--- src/rtl/digit_pkg.sv ---
// Shared types and constants for the digit fetch scheduler.
package digit_pkg;

  localparam int unsigned NSLOT_BASE  = 6;
  localparam int unsigned NSLOT_COLON = 8;

  localparam logic [3:0] BLANK_CODE_DEF = 4'd10;
  localparam logic [3:0] COLON_CODE_DEF = 4'd11;

  typedef logic [2:0] slot_t;
  typedef logic [3:0] code_t;
  typedef logic [5:0] glyph_idx_t;

  typedef enum logic [1:0] {
    IDLE,
    FETCH,
    DRAIN
  } state_t;

  // Replace a non-decimal BCD nibble with the blank glyph code.
  function automatic code_t bcd_sanitize(input code_t nib, input code_t blank);
    return (nib > 4'd9) ? blank : nib;
  endfunction

endpackage

--- src/rtl/digit_tag_pipe.sv ---
// Delay line carrying valid+slot tag alongside the registered lookup unit.
// A synchronous flush drops every in-flight tag.
module digit_tag_pipe
  import digit_pkg::*;
#(
  parameter int unsigned DEPTH = 1
) (
  input  logic  i_clk,
  input  logic  i_rst_n,
  input  logic  i_flush,
  input  logic  i_valid,
  input  slot_t i_tag,
  output logic  o_valid,
  output slot_t o_tag
);

  logic  r_valid [DEPTH];
  slot_t r_tag   [DEPTH];

  // Shift valid/tag one stage per cycle; flush wins over the incoming entry.
  always_ff @(posedge i_clk or negedge i_rst_n) begin
    if (!i_rst_n) begin
      for (int unsigned i = 0; i < DEPTH; i++) begin
        r_valid[i] <= 1'b0;
        r_tag[i]   <= '0;
      end
    end else if (i_flush) begin
      for (int unsigned i = 0; i < DEPTH; i++) begin
        r_valid[i] <= 1'b0;
      end
    end else begin
      r_valid[0] <= i_valid;
      r_tag[0]   <= i_tag;
      for (int unsigned i = 1; i < DEPTH; i++) begin
        r_valid[i] <= r_valid[i-1];
        r_tag[i]   <= r_tag[i-1];
      end
    end
  end

  assign o_valid = r_valid[DEPTH-1];
  assign o_tag   = r_tag[DEPTH-1];

endmodule

--- src/rtl/digit_fetch_sched.sv ---
// Per-line scheduler sharing one registered digit-glyph lookup unit among
// the clock display slots; caches one glyph index per slot for the renderer.
// Optional colon slots: define DIGIT_SCHED_COLON_EN (8 slots instead of 6).
module digit_fetch_sched
  import digit_pkg::*;
#(
  parameter int unsigned LK_LATENCY = 1,
  parameter code_t       BLANK_CODE = BLANK_CODE_DEF,
  parameter code_t       COLON_CODE = COLON_CODE_DEF
) (
  input  logic        clk,
  input  logic        reset_n,
  input  logic        frame_start,
  input  logic        line_start,
  input  logic [23:0] time_bcd,
  output logic [3:0]  lk_number,
  output logic        lk_valid,
  input  logic [5:0]  lk_digit_index,
  input  logic [2:0]  slot_sel,
  input  logic        slot_valid,
  output logic [5:0]  digit_index,
  output logic        digit_valid,
  output logic        busy
);

`ifdef DIGIT_SCHED_COLON_EN
  localparam int unsigned NSLOT = NSLOT_COLON;
`else
  localparam int unsigned NSLOT = NSLOT_BASE;
`endif
  localparam slot_t      LAST_SLOT  = slot_t'(NSLOT - 1);
  localparam logic [1:0] LAST_DRAIN = 2'(LK_LATENCY - 1);

  state_t           r_state;
  slot_t            r_slot;
  logic [1:0]       r_drain;
  logic [23:0]      r_snap;
  glyph_idx_t       r_cache [NSLOT];
  logic [NSLOT-1:0] r_cache_valid;
  glyph_idx_t       r_digit_index;
  logic             r_digit_valid;

  state_t     w_state_nx;
  slot_t      w_slot_nx;
  logic [1:0] w_drain_nx;
  logic       w_lk_valid;
  code_t      w_lk_number;
  logic       w_abort;
  logic       w_tag_valid;
  slot_t      w_tag;
  logic       w_sel_in_range;

  // Lookup code for a slot, taken from the sanitised snapshot.
  function automatic code_t slot_code(input slot_t s, input logic [23:0] snap);
    code_t c;
`ifdef DIGIT_SCHED_COLON_EN
    case (s)
      3'd0:        c = snap[23:20];
      3'd1:        c = snap[19:16];
      3'd2, 3'd5:  c = COLON_CODE;
      3'd3:        c = snap[15:12];
      3'd4:        c = snap[11:8];
      3'd6:        c = snap[7:4];
      default:     c = snap[3:0];
    endcase
`else
    case (s)
      3'd0:    c = snap[23:20];
      3'd1:    c = snap[19:16];
      3'd2:    c = snap[15:12];
      3'd3:    c = snap[11:8];
      3'd4:    c = snap[7:4];
      default: c = snap[3:0];
    endcase
`endif
    return c;
  endfunction

  assign w_abort        = line_start && (r_state != IDLE);
  assign w_sel_in_range = ({1'b0, slot_sel} < 4'(NSLOT));

  // Time snapshot; invalid BCD nibbles are stored as the blank code.
  always_ff @(posedge clk or negedge reset_n) begin
    if (!reset_n) begin
      r_snap <= '0;
    end else if (frame_start) begin
      for (int unsigned i = 0; i < 6; i++) begin
        r_snap[i*4 +: 4] <= bcd_sanitize(time_bcd[i*4 +: 4], BLANK_CODE);
      end
    end
  end

  // FSM state, slot cursor and drain counter.
  always_ff @(posedge clk or negedge reset_n) begin
    if (!reset_n) begin
      r_state <= IDLE;
      r_slot  <= '0;
      r_drain <= '0;
    end else begin
      r_state <= w_state_nx;
      r_slot  <= w_slot_nx;
      r_drain <= w_drain_nx;
    end
  end

  // Next-state and lookup request; line_start (re)starts at slot 0 from any state.
  always_comb begin
    w_state_nx  = r_state;
    w_slot_nx   = r_slot;
    w_drain_nx  = r_drain;
    w_lk_valid  = 1'b0;
    w_lk_number = '0;
    case (r_state)
      FETCH: begin
        w_lk_valid  = 1'b1;
        w_lk_number = slot_code(r_slot, r_snap);
        if (r_slot == LAST_SLOT) begin
          w_state_nx = DRAIN;
          w_drain_nx = '0;
        end else begin
          w_slot_nx = r_slot + slot_t'(1);
        end
      end
      DRAIN: begin
        if (r_drain == LAST_DRAIN) begin
          w_state_nx = IDLE;
        end else begin
          w_drain_nx = r_drain + 2'd1;
        end
      end
      default: ;
    endcase
    if (line_start) begin
      w_state_nx = FETCH;
      w_slot_nx  = '0;
      w_drain_nx = '0;
    end
  end

  digit_tag_pipe #(
    .DEPTH (LK_LATENCY)
  ) u_tag_pipe (
    .i_clk   (clk),
    .i_rst_n (reset_n),
    .i_flush (w_abort),
    .i_valid (w_lk_valid),
    .i_tag   (r_slot),
    .o_valid (w_tag_valid),
    .o_tag   (w_tag)
  );

  // Cache capture as tags leave the pipe; an abort invalidates every slot.
  always_ff @(posedge clk or negedge reset_n) begin
    if (!reset_n) begin
      for (int unsigned i = 0; i < NSLOT; i++) begin
        r_cache[i] <= '0;
      end
      r_cache_valid <= '0;
    end else if (w_abort) begin
      r_cache_valid <= '0;
    end else if (w_tag_valid) begin
      r_cache[w_tag]       <= lk_digit_index;
      r_cache_valid[w_tag] <= 1'b1;
    end
  end

  // Registered read port; out-of-range slots read invalid and hold the index.
  always_ff @(posedge clk or negedge reset_n) begin
    if (!reset_n) begin
      r_digit_index <= '0;
      r_digit_valid <= 1'b0;
    end else if (w_sel_in_range) begin
      r_digit_index <= r_cache[slot_sel];
      r_digit_valid <= slot_valid && r_cache_valid[slot_sel];
    end else begin
      r_digit_valid <= 1'b0;
    end
  end

  assign lk_number   = w_lk_number;
  assign lk_valid    = w_lk_valid;
  assign digit_index = r_digit_index;
  assign digit_valid = r_digit_valid;
  assign busy        = (r_state != IDLE);

endmodule

--- config.mk ---
export PLATFORM = sky130hd
export DESIGN_NAME = digit_fetch_sched
export DESIGN_NICKNAME = d
export VERILOG_FILES = /design/src/rtl/digit_pkg.sv /design/src/rtl/digit_tag_pipe.sv /design/src/rtl/digit_fetch_sched.sv
export SDC_FILE = /design/constraint.sdc
export NUM_CORES = 1
export LEC_CHECK = 0
export CELL_PAD_IN_SITES_DETAIL_PLACEMENT = 1
export CELL_PAD_IN_SITES_GLOBAL_PLACEMENT = 2
export CORE_UTILIZATION = 37
export CTS_CLUSTER_DIAMETER = 80
export CTS_CLUSTER_SIZE = 28
export DETAILED_ROUTE_END_ITERATION = 12
export PLACE_DENSITY = 0.85
export SETUP_SLACK_MARGIN = 0.2
export SLEW_MARGIN = 10
export SYNTH_ARGS = -nofsm -noshare
export SYNTH_HDL_FRONTEND = slang
export SYNTH_SLANG_ARGS = --single-unit
export TNS_END_PERCENT = 100
--- constraint.sdc ---
create_clock -name clk -period 2.44 [get_ports clk]
set_input_delay 0.244 -clock clk [delete_from_list [all_inputs] [get_ports clk]]
set_output_delay 0.244 -clock clk [all_outputs]
set_load 0.005 [all_outputs]
==> results.toml, run 1 <==
[cts]
cts.path.max_buffers = 2
clockRootBuffer = "clkbuf_8"
clkTransAtPathRegs_ns = 0.09
clk_latency_ns = 0.36
cts_buffers = 9
cts_max_level = 3
cts.sinks = 84
post-cts-setup-buffers = 0
cts_tree = "done"

[critical_path]
rr_endpoint = "r_cache[13]$_DFFE_PN0P_"
worstSetupPathType = "reg2out"
crit_chain = "ha_4 > ha_4 > or2_4 > or2_4 > a311oi_2 > buf_2"
end_kind = "output port"
cp_max_fo = 4
slowest_delay_ns = 0.46
cp.required_ns = 2.20
reg2reg_slack_ns = 0.46
cp_top_family = "simple AND/OR/NAND/NOR gates"
path_buf_inv = 1
rr_startpoint = "r_state[0]$_DFFE_PN0P_"
r2r_cells = 4
cp_slowest_cell = "dfrtp_2"
worstPathArrival_ns = 2.06
start_kind = "register"

[timing]
period_minus_slack_ns = 2.31
setup_viol = 0
max_slew_margin_pct = 60.6
hold_ws_ns = 0.425
hold_viol_final = 0
worst_slew_pin_slew_ns = 0.589
fmax_ghz = 0.434
rsz0062_at_grt = "true"
final-max-slew-violation-count = 0
finClkSkew_ns = 0.00963
period_share_pct = 94.5

[min_path]
hold_path_class = "in2async"

[global_routing]
grt_pass1_vias = 2900
grt_max_degree = 45
grt-ovfl-total = 0
grt.total_usage_pct = 17.6
grt_pass1_wl_um = 14900
antenna_found_initial = 0

[pwr]
p_total_w = 0.00472
p_leak_nw = 2.14
peakVddDrop_mv = 0.337
p_per_area_nw_per_um2 = 949

[layout]
stdcell_count = 536
drive_gt1_share_pct = 31.0
syn_to_final_growth_pct = 27.2
regArea_sq_um = 2100
diodes = 0
stdcell_area_sq_um = 4980
multi_input_area_sq_um = 1730
nNetsFinal = 439
fin_util_pct = 48.4
nFillCells = 1095

[logic_synthesis]
syn-num-nets = 371
synth_area_sq_um = 3910
synth.avg_cell_area_sq_um = 12.0
netlist_instances = 327
synth.ff_latch_count = 84
ys_seq_area_share_pct = 53.7
ys_types = 33
yosysWarnings = 0

[detailed_routing]
wl_per_cell_um = 16.3
drt_drc_violations_left = 0
vias = 2747
drt_pass1_iterations = 4
wirelength_um = 8750
drt_iter0_drc = 57
via_per_inst = 5.13
postRouteAntennaNets = 0

[floorplanning]
initial_core_util_pct = 38.1
die_width_um = 105
num_rows = 37
design.portCount = 51
die_h_um = 105
die_area_sq_um = 11000
coreArea_sq_um = 10300

[placed_design]
gp_congestion = 0.738
place_area_sq_um = 4690
placed_cells_incl_taps = 519
place_hpwl_um = 6180
portBuffers = 50

[job]
max-cap-violations = 0

[status]
status = "complete, no violations"
synthesized netlist by cell type (all sizes together):
cell / number / area share [%]
dfrtp: 84 / 54
mux2: 54 / 16
o21ai: 32 / 4.4
nand2: 22 / 2.1
inv: 20 / 1.9
a21oi: 18 / 2.3
nand3: 10 / 1.3
nor2: 10 / 0.96
clkbuf: 9 / 0.86
nand3b: 8 / 1.5
buf: 7 / 0.96
mux2i: 7 / 1.8
mux4: 7 / 4.0
ha: 6 / 1.9
a222oi: 4 / 1.0
a311oi: 4 / 0.90
nor3: 4 / 0.51
nand2b: 3 / 0.48
nor2b: 3 / 0.48
or2: 3 / 0.48
a21o: 2 / 0.38
nand4: 2 / 0.32
a2111oi: 1 / 0.22
a211o: 1 / 0.22
and2: 1 / 0.16
nand4b: 1 / 0.22
nor3b: 1 / 0.19
nor4b: 1 / 0.61
nor4bb: 1 / 0.26
o21ba: 1 / 0.26
stage by stage:
stage          TNS, ns  setup slack [ns]
2_1_floorplan        0             0.443
4_1_cts              0            0.0647
5_1_grt              0            0.0522
6_report             0             0.133
3_5_place_dp    -0.387            -0.149
3_3_place_gp    -0.267           -0.0913
layout by cell type, fill, tap and decap left out, drive strengths merged, types with 4 or more instances in the layout:
cell / count
dfrtp: 84
mux2: 54
clkdlybuf4s50: 45
o21ai: 32
buf: 27
inv: 23
nand2: 22
a21oi: 18
nor2: 10
nand3: 10
clkbuf: 9
nand3b: 8
mux2i: 7
mux4: 7
ha: 6
a222oi: 4
nor3: 4
a311oi: 4
power by group:
group          switching, W  internal, W  leakage (nW)
clock              0.000550     0.000594         0.116
combinational      0.000608     0.000909         0.984
sequential         0.000250      0.00181          1.04
total               0.00141      0.00332          2.14
worst max-delay path by stage:
stage,startpoint,to,slack (ns),cells past startpoint
6_report,r_slot[0]$_DFFE_PN0P_,lk_number[1],0.13,6
2_1_floorplan,r_slot[2]$_DFFE_PN0P_,lk_number[1],0.44,6
4_1_cts,r_slot[0]$_DFFE_PN0P_,lk_number[1],0.06,6
3_3_place_gp,r_slot[0]$_DFFE_PN0P_,lk_number[1],-0.09,6
3_5_place_dp,r_slot[0]$_DFFE_PN0P_,lk_number[1],-0.15,6
5_1_grt,r_slot[0]$_DFFE_PN0P_,lk_number[1],0.05,6
per-layer routing:
metal	up-vias	GRT usage (%)	part of all wire (%)
met2	47	29.2	49
met4	0	6.64	1.4
met5	-	0	0
met3	9	2.62	2.5
met1	1390	23.3	47
li1	1301	-	-
flip-flops by register name (all words and copies together) (netlist names):
signal and cells:
r_cache_valid 6, r_slot 3, digit_valid 1, u_tag_pipe.o_tag 3
r_cache 36, digit_index 6, u_tag_pipe.o_valid 1, r_drain 2
r_snap 24, r_state 2
area by class of cell:
type / instances / share of cell area, %
clock inverter: 7 / 2.14
tap: 136 / 3.42
sequential: 84 / 42.3
inverter: 20 / 1.51
clock buffer: 9 / 2.49
multi-input combinational: 207 / 34.8
timing repair buffer: 73 / 13.4
kinds of logic after synthesis:
| group | synth area share [%] |
|---|---|
| flip-flops | 53.7 |
| AND/OR/NAND/NOR | 9.59 |
| multiplexers | 21.4 |
| AO/OA/AOI/OAI | 9.69 |
| buffers and inverters | 3.74 |
| adder cells (fa/ha/maj) | 1.92 |
repair_timing:
item                       in CTS  in global routing
pin swaps                       5                  5
hold buffers                    1                  0
hold endpoints to repair       43                  0
setup endpoints to repair       4                  5
cloned                          0                  0
resized for setup              25                 10
(Power assumes the default switching activity.)
==> run 2, diff against run 1 <==
Settings changed: PLACE_DENSITY 0.85 to 0.82.
==> run 2 against run 1 <==
Die area unchanged; sequential share of layout area decreased by 0.40 points; combinational power increased by 6%; non-clock buffer count increased by 5; design area increased by 0.90%; setup slack improved by 0.033 ns; first-iteration DRC count increased by 110%; clock skew about the same; final cell count increased by 0.93%; critical path type unchanged; critical endpoint unchanged.
==> results.toml, run 2 (same netlist as run 1, synthesis figures left out) <==
[detailed_routing]
drt_pass1_iterations = 6
vias = 2745
drt_drc_violations_left = 0
postRouteAntennaNets = 0
via_per_inst = 5.07
drt_iter0_drc = 118
wirelength_um = 9130
wl_per_cell_um = 16.9

[layout]
nFillCells = 1123
top_regs = "r_cache x36, r_snap x24"
fin_util_pct = 48.9
final_common_cell = "dfrtp_1"
largest-register = "r_cache"
drive_gt1_share_pct = 31.4
largest_register_ffs = 36
stdcell_area_sq_um = 5020
layout_common_cells = "83 x dfrtp_1, 53 x mux2_2, 45 x clkdlybuf4s50_1"
diodes = 0
nNetsFinal = 444
syn_to_final_growth_pct = 28.4

[cts]
clockRootBuffer = "clkbuf_8"
cts.path.max_buffers = 2
cts.sinks = 84
cts_max_level = 3
cts_buffers = 9
clk_latency_ns = 0.36
cts_tree = "done"
clkTransAtPathRegs_ns = 0.09

[pwr]
p_total_w = 0.00472
p_per_area_nw_per_um2 = 939
p_leak_nw = 2.16
peakVddDrop_mv = 0.371

[critical_path]
start_kind = "register"
cp.required_ns = 2.20
cp_slowest_cell = "dfrtp_2"
worstPathArrival_ns = 2.03
end_kind = "output port"
crit_chain = "ha_4 > ha_4 > or2_4 > or2_4 > a311oi_2 > buf_2"
slowest_delay_ns = 0.45
worstSetupPathType = "reg2out"
cp_max_fo = 4
cp_top_family = "simple AND/OR/NAND/NOR gates"
path_buf_inv = 1

[placed_design]
gp_congestion = 0.741
place_hpwl_um = 6400
portBuffers = 50
place_area_sq_um = 4720

[floorplanning]
num_rows = 37
design.portCount = 51
die_area_sq_um = 11000
die_width_um = 105
die_h_um = 105
coreArea_sq_um = 10300
initial_core_util_pct = 38.1

[global_routing]
grt_pass1_vias = 3022
grt_max_degree = 46
grt_pass1_wl_um = 15800
antenna_found_initial = 0
grt-ovfl-total = 0
grt.total_usage_pct = 18.6

[timing]
final-max-slew-violation-count = 0
rsz0062_at_grt = "true"
period_share_pct = 93.2
worst_slew_pin_slew_ns = 0.642
fmax_ghz = 0.440
setup_viol = 0
hold_viol_final = 0
finalSetupTns_ns = 0
finClkSkew_ns = 0.00925
period_minus_slack_ns = 2.27
max_slew_margin_pct = 57.0

[job]
max-cap-violations = 0

[min_path]
hold_path_class = "in2async"

[status]
status = "complete, no violations"
==> run 2: power by group <==
group,leakage [nW],total [W],internal (W),switching (W)
clock network,0.0955,0.00104,0.000508,0.000536
logic,1.02,0.00161,0.000952,0.000661
registers,1.04,0.00206,0.00181,0.000250
total,2.16,0.00472,0.00327,0.00145
==> run 2: per-layer routing <==
metal	track usage (%)	part of all wire, %	vias to the layer above
met4	5.43	0.93	0
met5	0	0	-
met1	25.0	47	1372
li1	-	-	1317
met2	30.4	50	47
met3	3.81	2.7	9
==> run 2: final cells by class <==
| type | instances | area [sq um] | area share [%] |
|---|---|---|---|
| Multi-Input combinational cell | 207 | 1750 | 34.8 |
| Timing Repair Buffer | 78 | 719 | 14.3 |
| Sequential cell | 84 | 2100 | 41.9 |
| Tap cell | 136 | 170 | 3.39 |
| Inverter | 20 | 75.1 | 1.49 |
| Clock inverter | 6 | 70.1 | 1.39 |
| Clock buffer | 10 | 138 | 2.74 |
==> run 2: timing repair <==
| item | CTS | global route |
|---|---|---|
| setup buffers | 2 | 0 |
| endpoints found under the setup margin | 4 | 5 |
| hold endpoints to repair | 44 | 0 |
| hold buffers | 1 | 0 |
| resized for setup | 30 | 6 |
| pin swaps | 6 | 6 |
==> run 2: stage by stage <==
step / worst slack, ns / hold slack [ns] / instances
6_report: 0.166 / 0.435 / 541
5_1_grt: 0.0824 / 0.461 / 541
4_1_cts: 0.0876 / 0.440 / 541
3_5_place_dp: -0.106 / 0.301 / 522
3_3_place_gp: -0.0772 / 0.293 / 522
2_1_floorplan: 0.443 / -0.0516 / 327
==> run 2: path summary, 6_finish.rpt <==
| path | start | end | slack [ns] | depth (start not counted) |
|---|---|---|---|---|
| min reg2reg | r_cache_valid[0]$_DFFE_PN0P_ | r_cache_valid[0]$_DFFE_PN0P_ | 0.48 | 2 |
| min in group clk | time_bcd[0] | r_snap[0]$_DFFE_PN0P_ | 0.46 | 3 |
| max | r_slot[0]$_DFFE_PN0P_ | lk_number[1] | 0.17 | 6 |
| max reg2reg | r_state[0]$_DFFE_PN0P_ | r_cache[13]$_DFFE_PN0P_ | 0.50 | 4 |
| min | reset_n | u_tag_pipe.o_tag[2]$_DFFE_PN0P_ | 0.44 | 2 |
| max in group asynchronous | reset_n | r_snap[8]$_DFFE_PN0P_ | 1.38 | 3 |
==> run 3, diff against run 2 <==
Settings changed: ABC_AREA set to 1, CORE_UTILIZATION 37 to 32, PLACE_DENSITY 0.82 to 0.81, SKIP_LAST_GASP set to 1.
==> run 3 against run 2 <==
Combinational power decreased by 50%; via count is 31% higher; clock skew fell by 0.0023 ns; design area rose by 2.2%; wire length grew 28%; register-to-register slack improved by 0.37 ns; flip-flop and latch count unchanged; clock power increased by 45%; count of clock-buffer cells in the layout stayed put; total power decreased by 13%; first-iteration DRC count is 1.7% lower; final cell count is 36% higher; critical endpoint is now lk_number[0]; largest power group unchanged; highest routed layer unchanged.
==> results.toml, run 3 <==
[status]
status = "complete, no violations"

[placed_design]
place_area_sq_um = 4670
placed_cells_incl_taps = 711
place_hpwl_um = 8240
gp_congestion = 0.789
portBuffers = 50

[global_routing]
grt-ovfl-total = 0
antenna_found_initial = 0
grt_pass1_vias = 3775
grt_max_degree = 44
grt.total_usage_pct = 20.1
grt_pass1_wl_um = 19500

[cts]
cts.sinks = 84
clk_latency_ns = 0.35
cts_tree = "done"
cts.path.max_buffers = 2
clockRootBuffer = "clkbuf_16"
clkTransAtPathRegs_ns = 0.06
cts_buffers = 9
cts_max_level = 3

[logic_synthesis]
synth.area.top_cells = "dfrtp_1 53%, nand2_1 17%, nand3_1 9.8%"
synth-edff-count = 0
ys.flop_type = "dfrtp_1"
yosysWarnings = 0
async_flop_share_pct = 100
yosys.area.top_type = "dfrtp_1"
yosys-top-cells-count = "180 x nand2_1, 84 x dfrtp_1, 78 x nand3_1"
ys_seq_area_share_pct = 52.6
synth.ff_latch_count = 84
netlist_instances = 502
netlist.area_leader.share_pct = 52.6
ys_types = 23
synth_area_sq_um = 4000
synth.avg_cell_area_sq_um = 7.96
syn-num-nets = 546
synth_most_common_cell = "nand2_1"

[timing]
finClkSkew_ns = 0.00694
setup_viol = 0
period_share_pct = 89.6
final-max-slew-violation-count = 0
worst_slew_pin_slew_ns = 0.600
fmax_ghz = 0.458
rsz0062_at_grt = "true"
period_minus_slack_ns = 2.19
max_slew_margin_pct = 60.0
hold_viol_final = 0
finalSetupTns_ns = 0

[layout]
largest_register_ffs = 36
nNetsFinal = 607
final_common_cell = "nand2_1"
stdcell_area_sq_um = 5140
top_regs = "r_cache x36, r_snap x24"
largest-register = "r_cache"
stdcell_count = 736
syn_to_final_growth_pct = 28.5
layout_common_cells = "180 x nand2_1, 84 x dfrtp_1, 74 x nand3_1"
diodes = 0
drive_gt1_share_pct = 12.7
nFillCells = 1471

[min_path]
min_to = "digit_valid$_DFF_PN0_"
hold_path_class = "in2reg"
holdCritStartpoint = "slot_valid"
min_path_cells = 3

[detailed_routing]
wl_met1_um = 5170
top_layer = "met4"
drt_pass1_iterations = 4
met3WireLength_um = 277
met2_length_um = 6010
postRouteAntennaNets = 0
wirelength_um = 11700
via_per_inst = 4.88
wl_per_cell_um = 15.9
vias = 3588
drt_iter0_drc = 116
drt_drc_violations_left = 0

[critical_path]
cp.depth = 9
rr_startpoint = "r_state[0]$_DFFE_PN0P_"
r2r_cells = 8
worstSetupPathType = "reg2out"
cp.required_ns = 2.20
worstPathArrival_ns = 1.94
start_kind = "register"
cp_common_cell = "nor2_1"
cp_slowest_cell = "dfrtp_1"
cp_top_family = "flip-flops"
reg2reg_slack_ns = 0.87
path_buf_inv = 2
crit_chain = "ha_2 > ha_4 > nor2_4 > nand3_4 > buf_4 > nand3_2 > nor2_1 > nor2_1 > clkdlybuf4s15_1"
end_kind = "output port"
slowest_delay_ns = 0.43
cp_max_fo = 6
rr_endpoint = "r_cache[13]$_DFFE_PN0P_"

[floorplanning]
die_width_um = 114
die_h_um = 114
die_area_sq_um = 12900
num_rows = 40
initial_core_util_pct = 33.0
coreArea_sq_um = 12100
design.portCount = 51

[job]
max-cap-violations = 0

[pwr]
power.share.clock_pct = 36.8
p_leak_nw = 2.49
combPwrFrac_pct = 19.7
p_per_area_nw_per_um2 = 797
power.switching_w = 0.00118
cellInternalPower_w = 0.00291
p_seq_share_pct = 43.5
swShare_pct = 28.9
p_total_w = 0.00409
peakVddDrop_mv = 0.415
[run 3: cells by family (layout without fill, tap and decap cells)]
kind of cell             Yosys count  count (layout)  synth area share [%]
AO/OA/AOI/OAI                     50              50                  6.92
adder cells (fa/ha/maj)            6               6                  1.88
buffers and inverters             43             109                  4.88
flip-flops                        84              84                  52.6
AND/OR/NAND/NOR                  319             319                  33.7
[run 3: worst register-to-register path, stage by stage, from the launching register on]
cell and delay (ns):
dfrtp_1 0.39, inv_2 0.09, nand2_2 0.08, nand2_4 0.13
nand2_4 0.18, inv_6 0.25, nand2_2 0.18, nand2_1 0.12
nand2_1 0.05
[run 3: per-stage QoR]
stage | utilization (%) | setup slack [ns] | hold WS (ns)
finish | 42.4 | 0.255 | 0.442
global route | 42.4 | 0.159 | 0.452
CTS | 42.0 | 0.221 | 0.435
detailed placement | 38.6 | 0.308 | 0.290
global placement | 38.6 | 0.299 | 0.283
floorplan | - | 0.909 | -0.0516
[run 3: layer usage]
metal  track usage (%)  vias to the layer above
met5                 0                        -
met3              3.35                       14
met2              35.7                       50
li1                  -                     1747
met1              23.9                     1777
met4              8.86                        0
[run 3: worst max path at each step]
stage	slack, ns	endpoint	start
after floorplan	0.91	lk_number[1]	r_slot[0]$_DFFE_PN0P_
after global placement	0.30	lk_number[3]	r_slot[0]$_DFFE_PN0P_
after detailed placement	0.31	lk_number[0]	r_slot[0]$_DFFE_PN0P_
after CTS	0.22	lk_number[3]	r_slot[0]$_DFFE_PN0P_
after global routing	0.16	lk_number[1]	r_slot[0]$_DFFE_PN0P_
final	0.25	lk_number[0]	r_slot[0]$_DFFE_PN0P_
[run 3: power by group through the flow]
stage	Sequential, W	Combinational, W	Clock (W)
6_report	0.00178	0.000806	0.00151
3_3_place_gp	0.00180	0.000736	0
5_1_grt	0.00181	0.000922	0.00160
4_1_cts	0.00179	0.000797	0.00155
3_5_place_dp	0.00181	0.000766	0
2_1_floorplan	0.00177	0.000454	0
[run 3: what timing repair did]
| action | in CTS | in global routing |
|---|---|---|
| pin swaps | 1 | 1 |
| buffers inserted | 2 | 6 |
| setup endpoints to repair | 4 | 3 |
| hold buffers | 1 | 0 |
| hold endpoints to repair | 42 | 0 |
| gates resized for setup | 20 | 7 |
[run 3: area by class of cell]
type,instances,area [sq um],area share (%)
clock buffers,10,239,4.65
multi-input cells,375,1780,34.6
well taps,168,210,4.09
repair buffers,64,607,11.8
flip-flops and latches,84,2100,40.9
clock inverters,6,87.6,1.71
inverters,29,114,2.22
